$ cat config.mk
export PLATFORM = sky130hd
export DESIGN_NAME = uart_rx
export DESIGN_NICKNAME = d
export VERILOG_FILES = /design/src/rtl/uart_rx.sv
export SDC_FILE = /design/constraint.sdc
export NUM_CORES = 1
export LEC_CHECK = 0
export BUFFER_PORTS_ARGS = -buffer_cell sky130_fd_sc_hd__clkbuf_2
export CAP_MARGIN = 0
export CORE_ASPECT_RATIO = 0.5
export CORE_MARGIN = 2
export CORE_UTILIZATION = 35
export CTS_BUF_LIST = sky130_fd_sc_hd__clkbuf_8
export DETAILED_ROUTE_END_ITERATION = 10
export GPL_TIMING_DRIVEN = 0
export PLACE_DENSITY = 0.49
export SKIP_CTS_REPAIR_TIMING = 1
export SYNTH_ARGS = -nofsm -noshare
export SYNTH_HDL_FRONTEND = slang
export SYNTH_SLANG_ARGS = --single-unit
$ cat constraint.sdc
create_clock -name clk -period 3.6 [get_ports clk]
set_clock_uncertainty 0.1 [all_clocks]
set_input_delay 0.72 -clock clk [delete_from_list [all_inputs] [get_ports clk]]
set_output_delay 0.72 -clock clk [all_outputs]
set_load 0.01 [all_outputs]
$ cat src/rtl/uart_rx.sv
// Oversampling UART receiver: start, data LSB first, optional parity, stop.
// Majority-of-three sampling around mid-bit; per-frame error strobes.
module uart_rx #(
  parameter int DATA_WIDTH = 8
) (
  input  logic                  clk,
  input  logic                  res_n,
  input  logic                  rx_in,
  input  logic [5:0]            prescale,
  input  logic                  par_en,
  input  logic                  par_typ,
  output logic [DATA_WIDTH-1:0] p_data,
  output logic                  data_valid,
  output logic                  par_err,
  output logic                  stp_err
);

  localparam int BW = (DATA_WIDTH > 1) ? $clog2(DATA_WIDTH) : 1;

  typedef enum logic [2:0] {
    IDLE, START, DATA, PARITY, STOP
  } state_t;

  state_t                state;
  logic                  sync1;
  logic                  rxs;
  logic [5:0]            p;
  logic [5:0]            p_sel;
  logic [5:0]            edge_cnt;
  logic [BW-1:0]         bit_cnt;
  logic                  pen;
  logic                  ptyp;
  logic [DATA_WIDTH-1:0] shreg;
  logic                  smp0;
  logic                  smp1;
  logic                  par_bad;
  logic                  stop_bit;

  logic [5:0] half;
  logic       at_s0;
  logic       at_s1;
  logic       at_dec;
  logic       at_last;
  logic       bit_val;

  always_comb begin
    p_sel = 6'd8;
    unique case (1'b1)
      (prescale == 6'd16): p_sel = 6'd16;
      (prescale == 6'd32): p_sel = 6'd32;
      default:             p_sel = 6'd8;
    endcase
  end

  assign half    = p >> 1;
  assign at_s0   = (edge_cnt == half - 6'd1);
  assign at_s1   = (edge_cnt == half);
  assign at_dec  = (edge_cnt == half + 6'd1);
  assign at_last = (edge_cnt == p - 6'd1);
  assign bit_val = (smp0 & smp1) | (smp0 & rxs) | (smp1 & rxs);

  always_ff @(posedge clk) begin
    if (!res_n) begin
      state      <= IDLE;
      sync1      <= 1'b1;
      rxs        <= 1'b1;
      p          <= 6'd8;
      edge_cnt   <= '0;
      bit_cnt    <= '0;
      pen        <= 1'b0;
      ptyp       <= 1'b0;
      shreg      <= '0;
      smp0       <= 1'b1;
      smp1       <= 1'b1;
      par_bad    <= 1'b0;
      stop_bit   <= 1'b0;
      p_data     <= '0;
      data_valid <= 1'b0;
      par_err    <= 1'b0;
      stp_err    <= 1'b0;
    end else begin
      sync1      <= rx_in;
      rxs        <= sync1;
      data_valid <= 1'b0;
      par_err    <= 1'b0;
      stp_err    <= 1'b0;

      if (state != IDLE) begin
        edge_cnt <= at_last ? 6'd0 : edge_cnt + 6'd1;
        if (at_s0) smp0 <= rxs;
        if (at_s1) smp1 <= rxs;
      end

      case (state)
        IDLE: begin
          // detection cycle is edge 0 of the start bit
          if (!rxs) begin
            state    <= START;
            edge_cnt <= 6'd1;
            p        <= p_sel;
            pen      <= par_en;
            ptyp     <= par_typ;
            bit_cnt  <= '0;
            par_bad  <= 1'b0;
          end
        end
        START: begin
          if (at_dec && bit_val) begin
            state    <= IDLE;
            edge_cnt <= 6'd0;
          end else if (at_last) begin
            state <= DATA;
          end
        end
        DATA: begin
          if (at_dec) shreg[bit_cnt] <= bit_val;
          if (at_last) begin
            if (bit_cnt == BW'(DATA_WIDTH - 1)) begin
              bit_cnt <= '0;
              state   <= pen ? PARITY : STOP;
            end else begin
              bit_cnt <= bit_cnt + 1'b1;
            end
          end
        end
        PARITY: begin
          if (at_dec) par_bad <= bit_val ^ (^shreg) ^ ptyp;
          if (at_last) state <= STOP;
        end
        STOP: begin
          if (at_dec) stop_bit <= bit_val;
          if (at_last) begin
            state <= IDLE;
            if (stop_bit && !par_bad) begin
              p_data     <= shreg;
              data_valid <= 1'b1;
            end else begin
              par_err <= par_bad;
              stp_err <= !stop_bit;
            end
          end
        end
        default: state <= IDLE;
      endcase
    end
  end

endmodule

==> results of run 1 <==
[per-stage QoR]
step	setup slack (ns)	hold WS (ns)	instance area (um^2)
after detailed placement	1.136	0.3049	2401
after floorplan	1.483	0.2863	2191
after global placement	1.144	0.2884	2401
after CTS	1.132	0.3259	2491
after global routing	0.9555	0.3300	2491
final	1.131	0.3200	2491
[report_power, final]
part	internal, uW	leakage [uW]	switching (uW)
clock network	136	0.0000441	172
logic	95.0	0.000591	155
registers	482	0.000339	13.9
total	714	0.000974	341
[kinds of logic (layout without fill, tap and decap cells)]
logic type                 count (synthesis)  after routing  synth area share, %
and+or+nand+nor                           89             89                21.36
muxes                                     17             17                7.767
adders and majority gates                  7              7                3.883
xor gates and xnor gates                  23             23                9.937
buffers and inverters                     21             49                6.053
DFF                                       42             42                38.38
AOI/OAI and AO/OA                         43             43                12.62
[worst reg2reg max path: stages (launching register included)]
cell	delay, ns
dfxtp_1	0.43
inv_1	0.07
ha_1	0.33
xnor2_1	0.17
nor4_4	0.53
and4_4	0.34
buf_12	0.14
mux2i_1	0.19
nor2_1	0.05
[worst paths after layout]
check	from	to	slack (ns)	cells past startpoint
worst min register to register	sync1	rxs	0.32	1
worst min-delay path	sync1	rxs	0.32	1
worst max-delay path	p[3]	p_data[4]	1.13	8
worst max register to register	p[3]	p_data[4]	1.13	8
[cell type report]
cell class                      count  area [um^2]
Timing Repair Buffer               20        100.1
Buffer                             14        106.4
Tap cell                           88        110.1
Sequential cell                    42        840.8
Fill cell                         667         3565
Multi-Input combinational cell    179         1217
Clock buffer                        5        68.82
Clock inverter                      3        21.27
Inverter                            7        26.28
[sequential cells by signal (all words and copies together), names as in the netlist]
register	flops
ptyp	1
smp1	1
edge_cnt	6
stop_bit	1
shreg	8
par_bad	1
pen	1
state	3
sync1	1
smp0	1
p_data	8
bit_cnt	3
data_valid	1
par_err	1
p	3
rxs	1
stp_err	1
[placed cells by master (no fill, tap or decap), types with 4 or more instances in the layout]
cell and n:
a211oi_1 5, clkbuf_8 6, dfxtp_1 42, nor2_1 21
nor3b_1 4, o21ai_0 9, ha_1 6, xnor2_1 11
mux2i_1 17, inv_1 7, nand3_1 7, xor2_1 11
a21oi_1 11, clkbuf_1 6, nand2_1 29, nand2b_1 5
clkbuf_2 21
[metal layers]
| layer | track usage (%) | up-vias | share of wire [%] |
|---|---|---|---|
| li1 | - | 894 | - |
| met1 | 20.11 | 822 | 50 |
| met2 | 25.90 | 17 | 47 |
| met3 | 3.347 | 5 | 2.2 |
| met4 | 4.592 | 0 | 1.0 |
| met5 | 0 | - | 0 |
==> key figures, run 1 <==
Synth
  • Distinct cells, synth: 48
  • Synth area leader: dfxtp_1
  • Most common cell in the netlist: dfxtp_1
  • Post-synthesis sequential area ratio: approximately two fifths
  • Top cell type's share of synthesized area: 38.38%
  • Post-synth top cells: dfxtp_1, nand2_1, nor2_1
  • Ranking of synthesized cells by area: dfxtp_1, mux2i_1, nand2_1
  • Synthesized cell area: about 2200 um^2
  • Post-Syn Area per Cell: 9.053 um^2
  • Ys flop type: dfxtp_1
  • Cell count after synthesis: approximately 240
  • Ys async rst share: 0%
  • #FFs+latches synth: 42
  • Post-synth EDFFs: 0
  • Synthesized netlist net count: about 260
  • Yosys warns: 0

Place
  • GPL Wtd Cong: between 0.7 and 0.8
  • Dpl cells: between 300 and 400
  • Dpl hpwl: around 3500 um
  • Port Buffers: 20

Global route
  • Grt total ovfl: 0
  • Global-route wire length before repair: just over 8000 um
  • Vias in the first global route: 1,713
  • Largest net degree at the start of global routing: 15
  • Gr usage total: between 10% and 20%
  • Initial antenna violation count: 0

Floorplan
  • Initial Utilization: a little over a third
  • Rows: 20
  • Die H: around 60 um
  • Die Wd: around 120 um
  • Core area: between 6000 and 7000 um^2
  • Die area: ~6900 um^2
  • # IOs: 22

Drt
  • Detailed Routing Iterations Pass 1: 4
  • Initial DRC count: 41
  • Vias per cell: 4.855
  • Remaining antenna violation count after routing: 0
  • Routed length per instance: 13.22 um
  • Routed WL: 4734 um
  • DRC viols: 0
  • Vias: ~1.7k

Critical path
  • Worst Path Required: roughly 3.7 ns
  • Critical path arrival: between 2 and 3 ns
  • Crit path max fanout: 8
  • Crit end category: flip-flop
  • Cells along the critical path: inv_1, ha_1, xnor2_1, nor4_4, and4_4, buf_12, mux2i_1, nor2_1
  • Critical Path Slowest Stage Cell: nor4_4
  • Crit-path max cell delay: 0.53 ns
  • WS Path Type: reg2reg
  • Bufs and invs on worst path: 2
  • Worst Setup Start Kind: flip-flop
  • CP delay by family, top: simple AND/OR/NAND/NOR gates

Worst hold path
  • Min-delay worst type: reg2reg

Timing
  • RSZ-0062 raised after global routing: no
  • Relative slew slack: 60.23%
  • Setup TNS: 0 ns
  • Period minus WS final: between 2 and 2.5 ns
  • Final hold vios: 0
  • Crit share post-route: 68.60%
  • Setup violations, final: 0
  • Max Fclk: just over 400 MHz
  • Final Slew Violations: 0
  • Slew @ Worst Pin: just under 0.6 ns

Clock tree
  • Clock buffer depth: 2
  • CTS tree: done
  • Worst skew pair latency: roughly 0.30 ns
  • Sink Count: 42
  • Reg clk slew, reported paths: 0.09 ns
  • H-tree Lvls: 2
  • Root Buffer: clkbuf_8
  • Number of CTS-inserted buffers: 5

Cells and area
  • Layout cell share with drive strength beyond 1: ~16%
  • Layout Utilization: between 40% and 50%
  • # nets final: ~290
  • Diodes inserted: 0
  • Syn-to-layout area delta: 13.71%
  • Fin cells: about 360

Status
  • Outcome: complete, no violations

Power and ir drop
  • Pwr Density: approximately 420 nW/um^2
  • Tot Pwr: 1054 uW
  • Static leakage: about 0.00097 uW
  • Worst vdd ir: 0.1506 mV

Run
  • Max-Cap Viols: 0
No activity file was read; power rests on OpenSTA's default activity.
==> inputs of run 2 (changes only) <==
PLACE_DENSITY = 0.51   (was 0.49)
clock period = 2.2 ns   (was 3.6 ns; I/O delays follow)
==> run 2 against run 1 <==
Critical path depth fell by 1. Cell count rose by 2.5%. Non-clock buffer count rose by 9. Via count rose by 1.4%.
==> key figures, run 2 (synthesized netlist as in run 1, its figures left out) <==
Status
  • Outcome: complete, no violations

Critical path
  • Worst Path Required: between 2 and 2.5 ns
  • Crit path max fanout: 8
  • Crit-path max cell delay: approximately 0.47 ns
  • Critical Path Slowest Stage Cell: xor3_2
  • RR Endpoint: p_data[2]
  • WS Path Type: reg2reg
  • Worst Setup Start Kind: flip-flop
  • Crit end category: flip-flop
  • End of the critical path: p_data[2]
  • Worst R2R Start: p[5]
  • WP depth: 7
  • Critical path arrival: roughly 2.2 ns
  • Worst setup path startpoint: p[5]
  • CP delay by family, top: simple AND/OR/NAND/NOR gates
  • Reg2reg setup slack: roughly 0.094 ns
  • Reg2Reg Depth: 7
  • Bufs and invs on worst path: 2
  • Cells along the critical path: xor3_2, nor4_4, buf_4, and4_4, buf_12, mux2i_2, nor2_1

Cells and area
  • Most common cell after layout, fill and taps aside: dfxtp_1
  • Fin cells: between 300 and 400
  • Syn-to-layout area delta: 20.79%
  • Layout cell share with drive strength beyond 1: 22.58%
  • Commonest cells after routing, fill and taps aside: dfxtp_1, nand2_1, nor2_1, clkbuf_2, mux2i_1
  • Largest registers: p_data: 8 flops, shreg: 8 flops, edge_cnt: 6 flops
  • Design area: around 2600 um^2
  • # nets final: around 300
  • Diodes inserted: 0

Clock tree
  • H-tree Lvls: 2
  • Number of CTS-inserted buffers: 5
  • Reg clk slew, reported paths: approximately 0.08 ns
  • CTS tree: done
  • Sink Count: 42
  • Worst skew pair latency: roughly 0.3 ns
  • Root Buffer: clkbuf_8
  • Clock buffer depth: 2

Drt
  • Vias per cell: 4.801
  • Routed length per instance: between 10 and 15 um
  • DRC viols: 0
  • Detailed Routing Iterations Pass 1: 4
  • Routed WL: between 4000 and 5000 um
  • Initial DRC count: 66
  • Vias: around 1.8k
  • Remaining antenna violation count after routing: 0

Power and ir drop
  • Static leakage: between 0.001 and 0.0015 uW
  • Worst vdd ir: between 0.3 and 0.4 mV
  • Pwr Density: approximately 740 nW/um^2

Global route
  • Met2 Usage GRT: a little under a quarter
  • Largest net degree at the start of global routing: 15
  • Initial antenna violation count: 0
  • Global-route wire length before repair: 7935 um
  • Gr usage total: between 10% and 20%
  • Met1 GRT Util: roughly a fifth
  • Met3 Track Usage GR: roughly 3.3%
  • Grt total ovfl: 0
  • Most used routing layer: met2
  • Vias in the first global route: 1,630

Timing
  • Final hold vios: 0
  • Final Slew Violations: 0
  • Max Fclk: 474.8 MHz
  • Slew @ Worst Pin: between 0.5 and 0.6 ns
  • Crit share post-route: around 96%
  • Relative slew slack: 60.58%
  • Setup violations, final: 0
  • Period minus WS final: approximately 2.1 ns

Worst hold path
  • Hold path depth: 2
  • Min-delay worst type: in2reg

Floorplan
  • Rows: 20
  • Initial Utilization: 36.18%
  • Die Wd: ~120 um
  • Core area: 6056 um^2
  • Die H: 59.95 um
  • # IOs: 22
  • Die area: roughly 6900 um^2

Run
  • Max-Cap Viols: 0

Place
  • Dpl hpwl: about 3400 um
  • Placed inst area: roughly 2400 um^2
  • Port Buffers: 20
  • GPL Wtd Cong: 0.7853
  • Dpl cells: 350
## run 2: cell count changes in the layout (fill, tap and decap cells not counted), sizes merged
cell      previous run  this run
bufinv               0         2
clkinvlp             1         0
clkinv               2         1
buf                  5        14
## run 2: per-layer routing
| layer | routed length, um | vias to the layer above |
|---|---|---|
| met5 | 0 | - |
| met4 | 74 | 0 |
| met3 | 116 | 8 |
| met2 | 2069 | 22 |
| met1 | 2421 | 815 |
| li1 | - | 917 |
## run 2: report_power, final
part           leakage (uW)  switching [uW]  internal [uW]
clock network     0.0000683             280            455
registers          0.000341            23.0            790
logic              0.000629             265            158
total               0.00104             569           1400
## run 2: how the worst min path moves through the flow
stage / to / from
after floorplan: rxs / sync1
after global placement: rxs / sync1
after detailed placement: rxs / sync1
after CTS: sync1 / rx_in
after global routing: sync1 / rx_in
final: sync1 / rx_in
## run 2: worst register-to-register path, cell delays in order (launching register included)
cell and delay (ns):
dfxtp_2 0.38, xor3_2 0.47, nor4_4 0.21, buf_4 0.19, and4_4 0.24, buf_12 0.13
mux2i_2 0.20, nor2_1 0.06
## run 2: final cells by class
cell class	count	area [um^2]
buffer	14	106.4
clock buffer	5	68.82
clock inverter	3	68.82
fill	615	3410
inverter	7	26.28
multi-input combinational	179	1250
sequential	42	848.3
tap	88	110.1
timing repair buffer	29	167.7
## run 2: through the flow
step | total power [uW] | worst slack [ns] | util, % | setup TNS (ns) | hold WS [ns]
6_report | 1971 | 0.09369 | 43.70 | 0 | 0.2164
3_5_place_dp | 1242 | -0.2368 | 39.65 | -2.191 | 0.2926
4_1_cts | 1986 | -0.2421 | 41.92 | -2.322 | 0.2083
2_1_floorplan | 1142 | 0.08280 | - | 0 | 0.2863
5_1_grt | 2079 | -0.02483 | 43.70 | -0.02544 | 0.2179
3_3_place_gp | 1229 | -0.2400 | 39.65 | -2.464 | 0.2889
==> inputs of run 3 (changes only) <==
CORE_UTILIZATION = 45   (was 35)
PLACE_DENSITY = 0.63   (was 0.51)
==> run 3 against run 2 <==
Count of clock-buffer cells in the layout is the same. Die area shrank 21%. Via count grew 1.6%. Flip-flop and latch count is the same. Hold slack gained 0.0034 ns. First-iteration DRC count shrank 7.6%. Critical path depth grew 2. Sequential share of layout area grew 1.7 points. Combinational power shrank 4%. Global-route usage grew 2.6 points. Core utilization grew 12 points. Critical path type unchanged. Critical endpoint is now p_data[6]. Largest power group unchanged.
==> key figures, run 3 (synthesized netlist as in run 1, its figures left out) <==
Drt
  • Initial DRC count: 61
  • Vias: 1,790
  • Routed WL: 4515 um
  • Routed length per instance: 13.24 um
  • Vias per cell: between 5 and 6
  • DRC viols: 0
  • Detailed Routing Iterations Pass 1: 4
  • Remaining antenna violation count after routing: 0

Cells and area
  • Commonest cells after routing, fill and taps aside: dfxtp_1, nand2_1, nor2_1, clkbuf_2, mux2i_1
  • Layout Utilization: 55.43%
  • Layout cell share with drive strength beyond 1: between 10% and 20%
  • # nets final: just under 300
  • Largest registers: p_data: 8 flops, shreg: 8 flops, edge_cnt: 6 flops
  • Filler cells: about 440
  • Syn-to-layout area delta: 14.62%
  • Reg area: ~850 um^2
  • Diodes inserted: 0
  • Area of the multi-input gates: roughly 1200 um^2
  • Most common cell after layout, fill and taps aside: dfxtp_1
  • Fin cells: about 340

Clock tree
  • Number of CTS-inserted buffers: 5
  • Root Buffer: clkbuf_8
  • CTS tree: done
  • H-tree Lvls: 2
  • Reg clk slew, reported paths: about 0.08 ns
  • Sink Count: 42
  • Worst skew pair latency: ~0.3 ns
  • Clock buffer depth: 2

Critical path
  • WS Path Type: reg2reg
  • Worst R2R Start: p[3]
  • Reg2reg setup slack: 0.1 ns
  • Worst Path Required: 2.28 ns
  • Crit path max fanout: 8
  • Worst Setup Start Kind: flip-flop
  • Reg2Reg Depth: 9
  • RR Endpoint: p_data[6]
  • Critical path arrival: between 2 and 2.5 ns
  • Crit end category: flip-flop

Floorplan
  • # IOs: 22
  • Core area: 4531 um^2
  • Die area: about 5500 um^2
  • Die H: around 53 um
  • Rows: 17
  • Die Wd: 102.7 um
  • Initial Utilization: 48.36%

Timing
  • Final hold slack: around 0.22 ns
  • Period minus WS final: around 2.1 ns
  • Final hold vios: 0
  • Max Fclk: ~480 MHz
  • Crit share post-route: 95.54%
  • Relative slew slack: between 60% and 70%
  • Fin worst setup slack: 0.09812 ns
  • RSZ-0062 raised after global routing: yes
  • Setup violations, final: 0
  • Slew @ Worst Pin: 0.5584 ns
  • Final Slew Violations: 0

Worst hold path
  • Hold path depth: 2
  • Hold endpoint: sync1
  • Worst hold start: rx_in
  • Min-delay worst type: in2reg

Run
  • Max-Cap Viols: 0

Place
  • Dpl cells: roughly 330
  • Dpl hpwl: between 3000 and 4000 um
  • Pre-CTS setup slack: -0.2298 ns
  • GPL Wtd Cong: between 0.8 and 0.9
  • Port Buffers: 20

Global route
  • Grt total ovfl: 0
  • Global-route wire length before repair: 7134 um
  • Initial antenna violation count: 0
  • Vias in the first global route: between 1.5k and 2k
  • Gr usage total: ~18%
  • Largest net degree at the start of global routing: 14

Power and ir drop
  • Pwr Density: 682.5 nW/um^2
  • Worst vdd ir: around 0.31 mV
  • Static leakage: 0.001002 uW

Status
  • Outcome: complete, no violations
==> run 3: power breakdown <==
part / switching, uW / internal (uW)
logic: 252 / 156
clock network: 277 / 220
registers: 21.8 / 788
total: 550 / 1160
==> run 3: how the worst max path moves through the flow <==
stage	startpoint	to	slack [ns]	cells past startpoint
after floorplan	p[3]	p_data[2]	0.08	8
after global placement	p[3]	p_data[1]	-0.23	8
after detailed placement	p[3]	p_data[6]	-0.23	8
after CTS	p[3]	p_data[2]	-0.24	8
after global routing	p[3]	p_data[2]	-0.03	9
final	p[3]	p_data[6]	0.1	9
==> run 3: area by class of cell <==
type	count	share of cell area (%)
clock inverters	3	0.6976
clock buffers	5	2.740
flip-flops and latches	42	33.73
well taps	66	3.288
plain buffers	14	4.235
multi-input cells	179	48.78
repair buffers	25	5.481
inverters	7	1.046
==> run 3: metal layers <==
metal	vias up	GRT usage (%)	wire, um	share of wire (%)
li1	912	-	-	-
met1	849	23.07	2230	49
met2	25	28.32	2052	45
met3	4	4.624	195	4.3
met4	0	5.333	37	0.82
met5	-	0	0	0
==> run 3: per-stage QoR <==
stage | total power, uW | TNS, ns | cell area (um^2)
after CTS | 1719 | -2.345 | 2460
final | 1714 | 0 | 2511
after floorplan | 1142 | 0 | 2191
after detailed placement | 1232 | -2.224 | 2374
after global placement | 1224 | -2.281 | 2374
after global routing | 1809 | -0.1134 | 2511
==> run 3: worst max-delay path, cell delays in order (launching register included) <==
cell and delay [ns]:
dfxtp_4 0.37, inv_1 0.06, ha_2 0.18, xor3_2 0.27, nor4_4 0.25, buf_4 0.17
and4_4 0.23, buf_12 0.13, mux2i_1 0.18, nor2_1 0.05
